==> src/rtl/param_pipe_adder.sv <==
// Pipelined N-bit adder/subtractor: one C-bit slice per stage, carries registered
// between stages, global stall flow control with valid/ready on both sides.
module param_pipe_adder #(
    parameter int N      = 32,
    parameter int STAGES = 4
) (
    input  logic         clk,
    input  logic         rst,
    input  logic         in_valid,
    output logic         in_ready,
    input  logic [N-1:0] a,
    input  logic [N-1:0] b,
    input  logic         cin,
    input  logic         sub,
    output logic         out_valid,
    input  logic         out_ready,
    output logic [N-1:0] sum,
    output logic         cout,
    output logic         ovf
);
    localparam int C = N / STAGES;

    if (N < 2 || N > 32 || STAGES < 1 || STAGES > N || (N % STAGES) != 0) begin : g_bad_params
        $error("param_pipe_adder: illegal N/STAGES combination");
    end

    function automatic logic signed_ovf(input logic sa, input logic sb, input logic ss);
        return (sa == sb) && (ss != sa);
    endfunction

    logic en;
    logic ovf_p;

    assign en       = !out_valid || out_ready;
    assign in_ready = en && !rst;

    for (genvar k = 0; k < STAGES; k++) begin : g_stage
        logic         v_i;
        logic         c_i;
        logic [N-1:0] a_i;
        logic [N-1:0] bx_i;
        logic [N-1:0] s_i;
        logic [C:0]   slice;
        logic [N-1:0] s_nxt;
        logic         vld_p;
        logic         c_p;
        logic [N-1:0] a_p;
        logic [N-1:0] bx_p;
        logic [N-1:0] s_p;

        if (k == 0) begin : g_head
            assign v_i  = in_valid;
            assign a_i  = a;
            assign bx_i = b ^ {N{sub}};
            assign c_i  = cin ^ sub;
            assign s_i  = '0;
        end else begin : g_link
            assign v_i  = g_stage[k-1].vld_p;
            assign a_i  = g_stage[k-1].a_p;
            assign bx_i = g_stage[k-1].bx_p;
            assign c_i  = g_stage[k-1].c_p;
            assign s_i  = g_stage[k-1].s_p;
        end

        assign slice = {1'b0, a_i[k*C +: C]} + {1'b0, bx_i[k*C +: C]} + {{C{1'b0}}, c_i};

        always_comb begin
            s_nxt           = s_i;
            s_nxt[k*C +: C] = slice[C-1:0];
        end

        // ---- stage k register boundary ----
        always_ff @(posedge clk) begin
            if (rst) begin
                vld_p <= 1'b0;
            end else if (en) begin
                vld_p <= v_i;
            end
        end

        // Only the final stage drives ports, so only its data is cleared on reset.
        always_ff @(posedge clk) begin
            if (rst && k == STAGES - 1) begin
                s_p <= '0;
                c_p <= 1'b0;
            end else if (en) begin
                s_p <= s_nxt;
                c_p <= slice[C];
            end
        end

        always_ff @(posedge clk) begin
            if (en) begin
                a_p  <= a_i;
                bx_p <= bx_i;
            end
        end
    end

    // ---- output register boundary ----
    always_ff @(posedge clk) begin
        if (rst) begin
            ovf_p <= 1'b0;
        end else if (en) begin
            ovf_p <= signed_ovf(g_stage[STAGES-1].a_i[N-1], g_stage[STAGES-1].bx_i[N-1],
                                g_stage[STAGES-1].s_nxt[N-1]);
        end
    end

    // Operand copies leaving the last stage have no consumer.
    logic unused_ops;
    assign unused_ops = ^{g_stage[STAGES-1].a_p, g_stage[STAGES-1].bx_p};

    assign out_valid = g_stage[STAGES-1].vld_p;
    assign sum       = g_stage[STAGES-1].s_p;
    assign cout      = g_stage[STAGES-1].c_p;
    assign ovf       = ovf_p;
endmodule

==> config.mk <==
export PLATFORM = sky130hd
export DESIGN_NAME = param_pipe_adder
export DESIGN_NICKNAME = d
export VERILOG_FILES = /design/src/rtl/param_pipe_adder.sv
export SDC_FILE = /design/constraint.sdc
export NUM_CORES = 1
export LEC_CHECK = 0
export CORE_AREA = 2 2 125 127
export DETAILED_ROUTE_END_ITERATION = 16
export DIE_AREA = 0 0 127 129
export GPL_ROUTABILITY_DRIVEN = 0
export HOLD_SLACK_MARGIN = 0.06
export PLACE_DENSITY = 0.75
export SLEW_MARGIN = 20
export SYNTH_ARGS = -nofsm -noshare
export SYNTH_HDL_FRONTEND = slang
export SYNTH_SLANG_ARGS = --single-unit
export TNS_END_PERCENT = 100
==> constraint.sdc <==
create_clock -name clk -period 3.2 [get_ports clk]
set_clock_uncertainty 0.2 [all_clocks]
set_input_delay 0.32 -clock clk [delete_from_list [all_inputs] [get_ports clk]]
set_output_delay 0.32 -clock clk [all_outputs]
set_load 0.01 [all_outputs]
After elaboration in Yosys (flattened, before gate mapping)
Index checks and enable logic that the tools add are counted.
{ "op_classes": {"n_addsub": 8, "reduce_logical": 5, "eq_ne": 2, "bitwise_logic": 2} }
{ "op_table": {"columns": ["cell", "n"], "rows": [
  ["8-bit by 8-bit adder with 9-bit output", 4],
  ["9-bit by 1-bit adder with 9-bit output", 4],
  ["32-bit XOR", 1],
  ["1-bit logical AND", 2],
  ["1-bit zero test", 2],
  ["1-bit equality test", 1],
  ["1-bit logical OR", 1],
  ["1-bit != test", 1],
  ["1-bit XOR", 1]
]} }
{ "word_totals": {"out_inout_bits": 36, "input_bits": 70, "reg_bits": 281, "word_cells": 36} }

Depth between registers and ports, before layout
Gate-level depths: netlist of the first run.
{ "logic_depth": {"depth_word": 4, "depth_mapped": 11, "mapped_depth_nobuf": 9} }

Worst setup path after synthesis of the first run
No wires, ideal clock.
{ "synth_timing": {"kind": "register -> register", "from": "register g_stage[3].vld_p (netlist: out_valid)", "to": "register g_stage[0].a_p[10] (enable)", "synth_period_minus_slack_ps": 3157, "path_stages_with_launch": 5, "setup_ps": 444, "path_buffers": 2, "t_arrival_ps": 2513, "slack_ps": 43, "required_ps": 2556, "path_cell_list": "dfxtp_1 > nor2b_1 > buf_2 > inv_2 > buf_2"} }
{ "synth_via": {"elab_chain_cells": 2} }
{ "synth_rtl": {"columns": ["element", "line", "source"], "rows": [
  ["start, declared", "45", "logic vld_p;"],
  ["start signal, assigned", "77", "vld_p <= v_i;"],
  ["1-bit zero test", "34", "assign en = !out_valid || out_ready;"],
  ["1-bit logical OR", "34", null],
  ["end signal, assigned", "94", "a_p <= a_i;"],
  ["end, declared", "47", "logic [N-1:0] a_p;"]
]} }
No other way between the ends.
A chain may end at the register's enable or synchronous reset.

Worst setup path after layout of the first run
{ "layout_timing": {"from": "register g_stage[1].c_p", "to": "register g_stage[2].c_p (data pin)"} }
{ "layout_via": {"elab_chain_cells": 1} }
{ "layout_rtl": {"columns": ["element", "line", "source"], "rows": [
  ["start, declared", "46", "logic c_p;"],
  ["start signal, assigned", "88", "c_p <= slice[C];"],
  ["9-bit by 1-bit adder with 9-bit output", "65", "assign slice = {1'b0, a_i[k*C +: C]} + {1'b0, bx_i[k*C +: C]} + {{C{1'b0}}, c_i};"],
  ["net g_stage[2].slice[8]", "43", "logic [C:0] slice;"],
  ["end signal, assigned", "88", null],
  ["end, declared", "46", null]
]} }
The timed path passes the listed nets, and every way through them passes these cells.

==> results of run 1 <==
-- stage by stage --
stage / utilization / worst slack (ns) / total power [uW]
global route: 0.608 / 0.327 / 6340
CTS: 0.608 / 0.513 / 6110
global placement: 0.572 / 0.437 / 4140
floorplan: - / 0.0432 / 3780
detailed placement: 0.572 / 0.365 / 4190
finish: 0.608 / 0.497 / 6040
-- state kept, by name (all words and copies together) (netlist names) --
signal	count
cout	1
g_stage.s_p	48
g_stage.bx_p	48
ovf	1
sum	32
g_stage.a_p	48
g_stage.c_p	3
g_stage.vld_p	3
out_valid	1
-- metal layers --
metal  wire (um)  GRT usage  part of all wire
met1        4720      0.163              0.41
met4         209     0.0679             0.018
met2        6080      0.269              0.53
met3         489     0.0420             0.043
met5           0          0                 0
-- cells in the final DEF, fill, tap and decap left out, types with 16 or more instances in the layout --
cell,n
edfxtp_1,147
clkdlybuf4s50_1,103
nand2_1,71
a21oi_1,42
xor2_1,41
dfxtp_1,38
ha_1,28
nor2_1,19
clkbuf_16,17
nor3_1,16
-- cell families after synthesis --
| kind of cell | after synthesis | share of synthesized area |
|---|---|---|
| AO/OA/AOI/OAI | 71 | 0.0623 |
| adder cells (fa/ha/maj) | 36 | 0.0700 |
| flip-flops | 185 | 0.710 |
| buffers and inverters | 30 | 0.0163 |
| multiplexers | 3 | 0.00429 |
| XOR/XNOR | 53 | 0.0637 |
| AND/OR/NAND/NOR | 126 | 0.0738 |
-- power groups by stage --
stage	registers (uW)	clock network [uW]	logic, uW
after global routing	3280	2060	1010
after CTS	3240	1950	917
after floorplan	3290	0	492
after global placement	3270	0	875
after detailed placement	3290	0	909
final	3230	1900	906
-- worst max path at each step --
stage / endpoint / slack (ns) / depth (start not counted)
floorplan: g_stage[0].a_p[10]$_DFFE_PN_ / 0.04 / 4
global placement: g_stage[0].s_p[6]$_DFFE_PN_ / 0.44 / 10
global route: g_stage[2].c_p$_DFFE_PN_ / 0.33 / 7
finish: g_stage[2].c_p$_DFFE_PN_ / 0.50 / 7
detailed placement: g_stage[0].s_p[6]$_DFFE_PN_ / 0.36 / 10
CTS: g_stage[2].c_p$_DFFE_PN_ / 0.51 / 7
-- area by class of cell --
cell class	instances	area (um^2)	area share
Sequential cell	185	5170	0.568
Multi-Input combinational cell	289	2010	0.220
Timing Repair Buffer	110	1090	0.120
Clock buffer	21	460	0.0506
Tap cell	188	235	0.0258
Clock inverter	11	78.8	0.00866
Inverter	14	57.6	0.00632
-- critical path, stage by stage (launching register included) --
cell	delay, ns
edfxtp_1	0.40
fa_1	0.49
fa_1	0.42
a21o_1	0.18
a21oi_1	0.26
o21ai_0	0.17
nor4_1	0.22
nor3_1	0.10
==> impl_metrics.json, run 1 <==
{
  "status": "finished, final reports clean",
  "finalNonFillerCells": 818,
  "postPlaceCellArea_um2": 8560,
  "crit_fanout": 2,
  "synthToLayoutAreaGrowth_pct": 24.8,
  "n_antenna_cell": 0,
  "yosys.area.top_type_share": 0.605,
  "dpl.cell_count": 786,
  "yosys_warnings": 0,
  "synth_area_um2": 7290,
  "async_flop_share": 0,
  "synth_top_cell_by_area": "edfxtp_1",
  "grt_pass1_wl_mm": 18.6,
  "antenna_found_initial": 0,
  "rsz0062_at_grt": "false",
  "synthCells": 504,
  "slew_headroom": 0.387,
  "fp.coreArea_um2": 15000,
  "timing.rr.start": "g_stage[1].c_p$_DFFE_PN_",
  "synth_common_cells": "edfxtp_1 (147), nand2_1 (71), a21oi_1 (42)",
  "finalSetupTns_ns": 0,
  "drv_slew": 0,
  "die_h_um": 129,
  "vias": 4137,
  "final_antenna_net_count": 0,
  "hold_depth": 2,
  "grt_usage": 0.148,
  "path_clk_slew_ns": 0.06,
  "max_cap_violations": 0,
  "hold_buffers": 0,
  "power.internal_uw": 4680,
  "powerDensity_nw_per_um2": 663,
  "htreeDepth": 4,
  "grt_max_degree": 181,
  "vdd_drop_max_v": 0.000361,
  "clock_power_share": 0.314,
  "rr_worst_depth": 7,
  "crit_start": "g_stage[1].c_p$_DFFE_PN_",
  "dieArea_um2": 16400,
  "switching_share": 0.225,
  "p_seq_frac": 0.535,
  "fin_area_um2": 9100,
  "timing.final.crit_period_ns": 2.70,
  "nets": 723,
  "ys_seq_elements": 185,
  "critPathLaunchType": "register",
  "hold_path.class": "in -> reg",
  "yosysSeqAreaShare": 0.710,
  "setup.worst_path.end_class": "register",
  "ys_top_cells_by_area": "edfxtp_1 (61%), dfxtp_1 (10%), xor2_1 (4.9%)",
  "overflow": 0,
  "cts_tree": "done",
  "worst-slew-pin-transition_ns": 0.920,
  "routedWlPerCell_um": 14.1,
  "p_switching_uw": 1360,
  "rows": 45,
  "vias_per_cell": 5.06,
  "fin_hold_ws_ns": 0.0925,
  "crit_arrival_ns": 2.66,
  "drc": 0,
  "timing.rr.end": "g_stage[2].c_p$_DFFE_PN_",
  "dp.final_hpwl_mm": 7.56,
  "setup_viol_count_final": 0,
  "cts_resized": 0,
  "cts-root-buf": "clkbuf_16",
  "port-buffer-count": 105,
  "synth_flop_cell": "edfxtp_1",
  "pin_count": 106,
  "path_class": "reg -> reg",
  "drt_iter0_drc": 214,
  "layout-drive-gt1-share": 0.0698,
  "cts_buffer_depth": 2,
  "fmax_ghz": 0.370,
  "hp-start": "rst",
  "post-cts-setup-buffers": 0,
  "syn_avg_cell_area_um2": 14.5,
  "die_x_um": 127,
  "min_to": "sum[24]$_SDFFE_PP0N_",
  "ff2ff_setup_slack_ns": 0.50,
  "combPwrFrac": 0.150,
  "yosysMostFrequentCell": "edfxtp_1",
  "hold_viol": 0,
  "synth-edff-count": 147,
  "post-route-period-util": 0.845,
  "cts_sinks": 185,
  "grt_pass1_vias": 4161,
  "clock_latency_ns": 0.41,
  "synth_fp_nets": 610,
  "cp_data_required_time_ns": 3.16,
  "numCtsBuffers": 17,
  "p_leak_uw": 0.00353,
  "wl_mm": 11.5,
  "dr.pass1.iters": 4,
  "yosysUniqueCellTypes": 40,
  "n_fill_cell": 1168,
  "initial_core_util": 0.487
}
Note: power is estimated with default switching activity, not from simulation.
==> run 2: changes to the inputs <==
--- a/config.mk
+++ b/config.mk
@@ -5,12 +5,12 @@
 export SDC_FILE = /design/constraint.sdc
 export NUM_CORES = 1
 export LEC_CHECK = 0
-export CORE_AREA = 2 2 125 127
+export CORE_AREA = 2 2 120 122
 export DETAILED_ROUTE_END_ITERATION = 16
-export DIE_AREA = 0 0 127 129
+export DIE_AREA = 0 0 122 124
 export GPL_ROUTABILITY_DRIVEN = 0
 export HOLD_SLACK_MARGIN = 0.06
-export PLACE_DENSITY = 0.75
+export PLACE_DENSITY = 0.78
 export SLEW_MARGIN = 20
 export SYNTH_ARGS = -nofsm -noshare
 export SYNTH_HDL_FRONTEND = slang
==> constraint.sdc (replaced) <==
create_clock -name clk -period 2.6 [get_ports clk]
set_clock_uncertainty 0.2 [all_clocks]
set_input_delay 0.26 -clock clk [delete_from_list [all_inputs] [get_ports clk]]
set_output_delay 0.26 -clock clk [all_outputs]
set_load 0.01 [all_outputs]
==> impl_metrics.json, run 2 (synthesis results as in run 1) <==
{
  "slowest_stage": "edfxtp_1",
  "rsz0062_at_grt": "false",
  "port-buffer-count": 105,
  "layout_common_cells": "edfxtp_1 (147), clkdlybuf4s50_1 (104), nand2_1 (71)",
  "p_seq_frac": 0.518,
  "use_met3": 0.0508,
  "path_clk_slew_ns": 0.07,
  "cts-root-buf": "clkbuf_16",
  "wl_mm": 12.4,
  "cpPeakStageDelay_ns": 0.45,
  "antenna_found_initial": 0,
  "drc": 0,
  "setup_slack_ns": 0.103,
  "fin_hold_ws_ns": 0.185,
  "grt_max_degree": 101,
  "cts_sinks": 185,
  "pin_count": 106,
  "worst-slew-pin-transition_ns": 0.501,
  "dpl.cell_count": 781,
  "max_cap_violations": 0,
  "p_switching_uw": 1850,
  "largest_registers": "g_stage.a_p: 48 flops, g_stage.bx_p: 48 flops, g_stage.s_p: 48 flops",
  "slew_headroom": 0.666,
  "drt_iter0_drc": 295,
  "hold_buffers": 0,
  "cts_buffer_depth": 2,
  "n_antenna_cell": 0,
  "final_common_cell": "edfxtp_1",
  "vias": 4102,
  "setup.worst_path.end_class": "register",
  "grt_busiest_layer": "met2",
  "ff2ff_setup_slack_ns": 0.10,
  "timing.final.crit_period_ns": 2.50,
  "fmax_ghz": 0.400,
  "crit_fanout": 3,
  "dp.final_hpwl_mm": 8.22,
  "numCtsBuffers": 17,
  "initial_core_util": 0.532,
  "grt_pass1_wl_mm": 19.1,
  "finalNonFillerCells": 814,
  "htreeDepth": 4,
  "synthToLayoutAreaGrowth_pct": 26.3,
  "cp_data_required_time_ns": 2.72,
  "powerDensity_nw_per_um2": 837,
  "combPwrFrac": 0.150,
  "crit_arrival_ns": 2.62,
  "status": "finished, final reports clean",
  "clock_power_share": 0.332,
  "setup_viol_count_final": 0,
  "dieArea_um2": 15100,
  "die_x_um": 122,
  "crit_buf_inv": 1,
  "fp.coreArea_um2": 13700,
  "grt_use_met2": 0.303,
  "grt_usage": 0.168,
  "post-route-period-util": 0.960,
  "dr.pass1.iters": 4,
  "finalSetupTns_ns": 0,
  "dp_slack_ns": -0.142,
  "cts_tree": "done",
  "routedWlPerCell_um": 15.2,
  "overflow": 0,
  "nets": 727,
  "n_fill_cell": 969,
  "crit_family": "adder cells",
  "clock_latency_ns": 0.43,
  "cp_cell_sequence": "fa_2 -> inv_1 -> fa_1 -> and2b_1 -> o31a_2 -> o31ai_4 -> mux2i_1 -> nand2_1",
  "grt_pass1_vias": 4073,
  "switching_share": 0.239,
  "grt.met1_usage": 0.185,
  "drv_slew": 0,
  "vias_per_cell": 5.04,
  "p_leak_uw": 0.00358,
  "hold_viol": 0,
  "rows": 43,
  "vdd_drop_max_v": 0.000489,
  "layout-drive-gt1-share": 0.0899,
  "path_class": "reg -> reg",
  "die_h_um": 124,
  "power.internal_uw": 5860,
  "hold_path.class": "in -> reg",
  "final_antenna_net_count": 0,
  "critPathLaunchType": "register"
}
-- run 2: cell count changes in the layout (fill, tap and decap cells not counted), moves of 2 or more --
cell and change:
a21oi_1 -2, clkbuf_1 -2, o21ai_0 -2, inv_8 +3, clkinv_4 +4, o21ai_1 +2
fa_1 -4, inv_6 +2, a21oi_2 +2, clkinv_1 -2, clkinv_2 -4, buf_4 +3
clkbuf_8 -2, fa_2 +4
-- run 2: final cells by class --
class	instances	area, um^2	area share
multi-input combinational	289	2020	0.220
timing repair buffer	114	1140	0.124
sequential	185	5170	0.562
inverter	14	57.6	0.00625
tap	180	225	0.0244
clock inverter	15	168	0.0182
clock buffer	17	425	0.0462
-- run 2: path summary, 6_finish.rpt --
path	startpoint	end	cells after the start
max	g_stage[2].c_p$_DFFE_PN_	sum[30]$_SDFFE_PP0N_	8
min reg2reg	g_stage[0].bx_p[31]$_DFFE_PN_	g_stage[1].bx_p[31]$_DFFE_PN_	0
min	a[30]	g_stage[0].a_p[30]$_DFFE_PN_	1
max reg2reg	g_stage[2].c_p$_DFFE_PN_	sum[30]$_SDFFE_PP0N_	8
-- run 2: power groups by stage --
stage,logic (uW),clock network (uW),registers (uW)
finish,1150,2560,4000
floorplan,606,0,4040
global route,1270,2720,4050
global placement,1090,0,4030
CTS,1150,2620,4000
detailed placement,1130,0,4060
-- run 2: stage by stage --
| step | total power, uW | util | cell area (um^2) |
|---|---|---|---|
| after floorplan | 4650 | - | 7300 |
| after detailed placement | 5190 | 0.626 | 8590 |
| after global routing | 8040 | 0.672 | 9210 |
| after CTS | 7770 | 0.671 | 9200 |
| final | 7710 | 0.672 | 9210 |
| after global placement | 5110 | 0.626 | 8590 |
-- run 2: timing repair --
item | in CTS | in global routing
endpoints found under the setup margin | 3 | 4
resized for setup | 5 | 3
setup buffers | 0 | 1
pin swaps | 1 | 3
-- run 2: per-layer routing --
metal  vias to the layer above  part of all wire
met4                         0             0.018
met2                       105              0.53
met3                        21             0.054
met5                         -                 0
li1                       2051                 -
met1                      1925              0.40
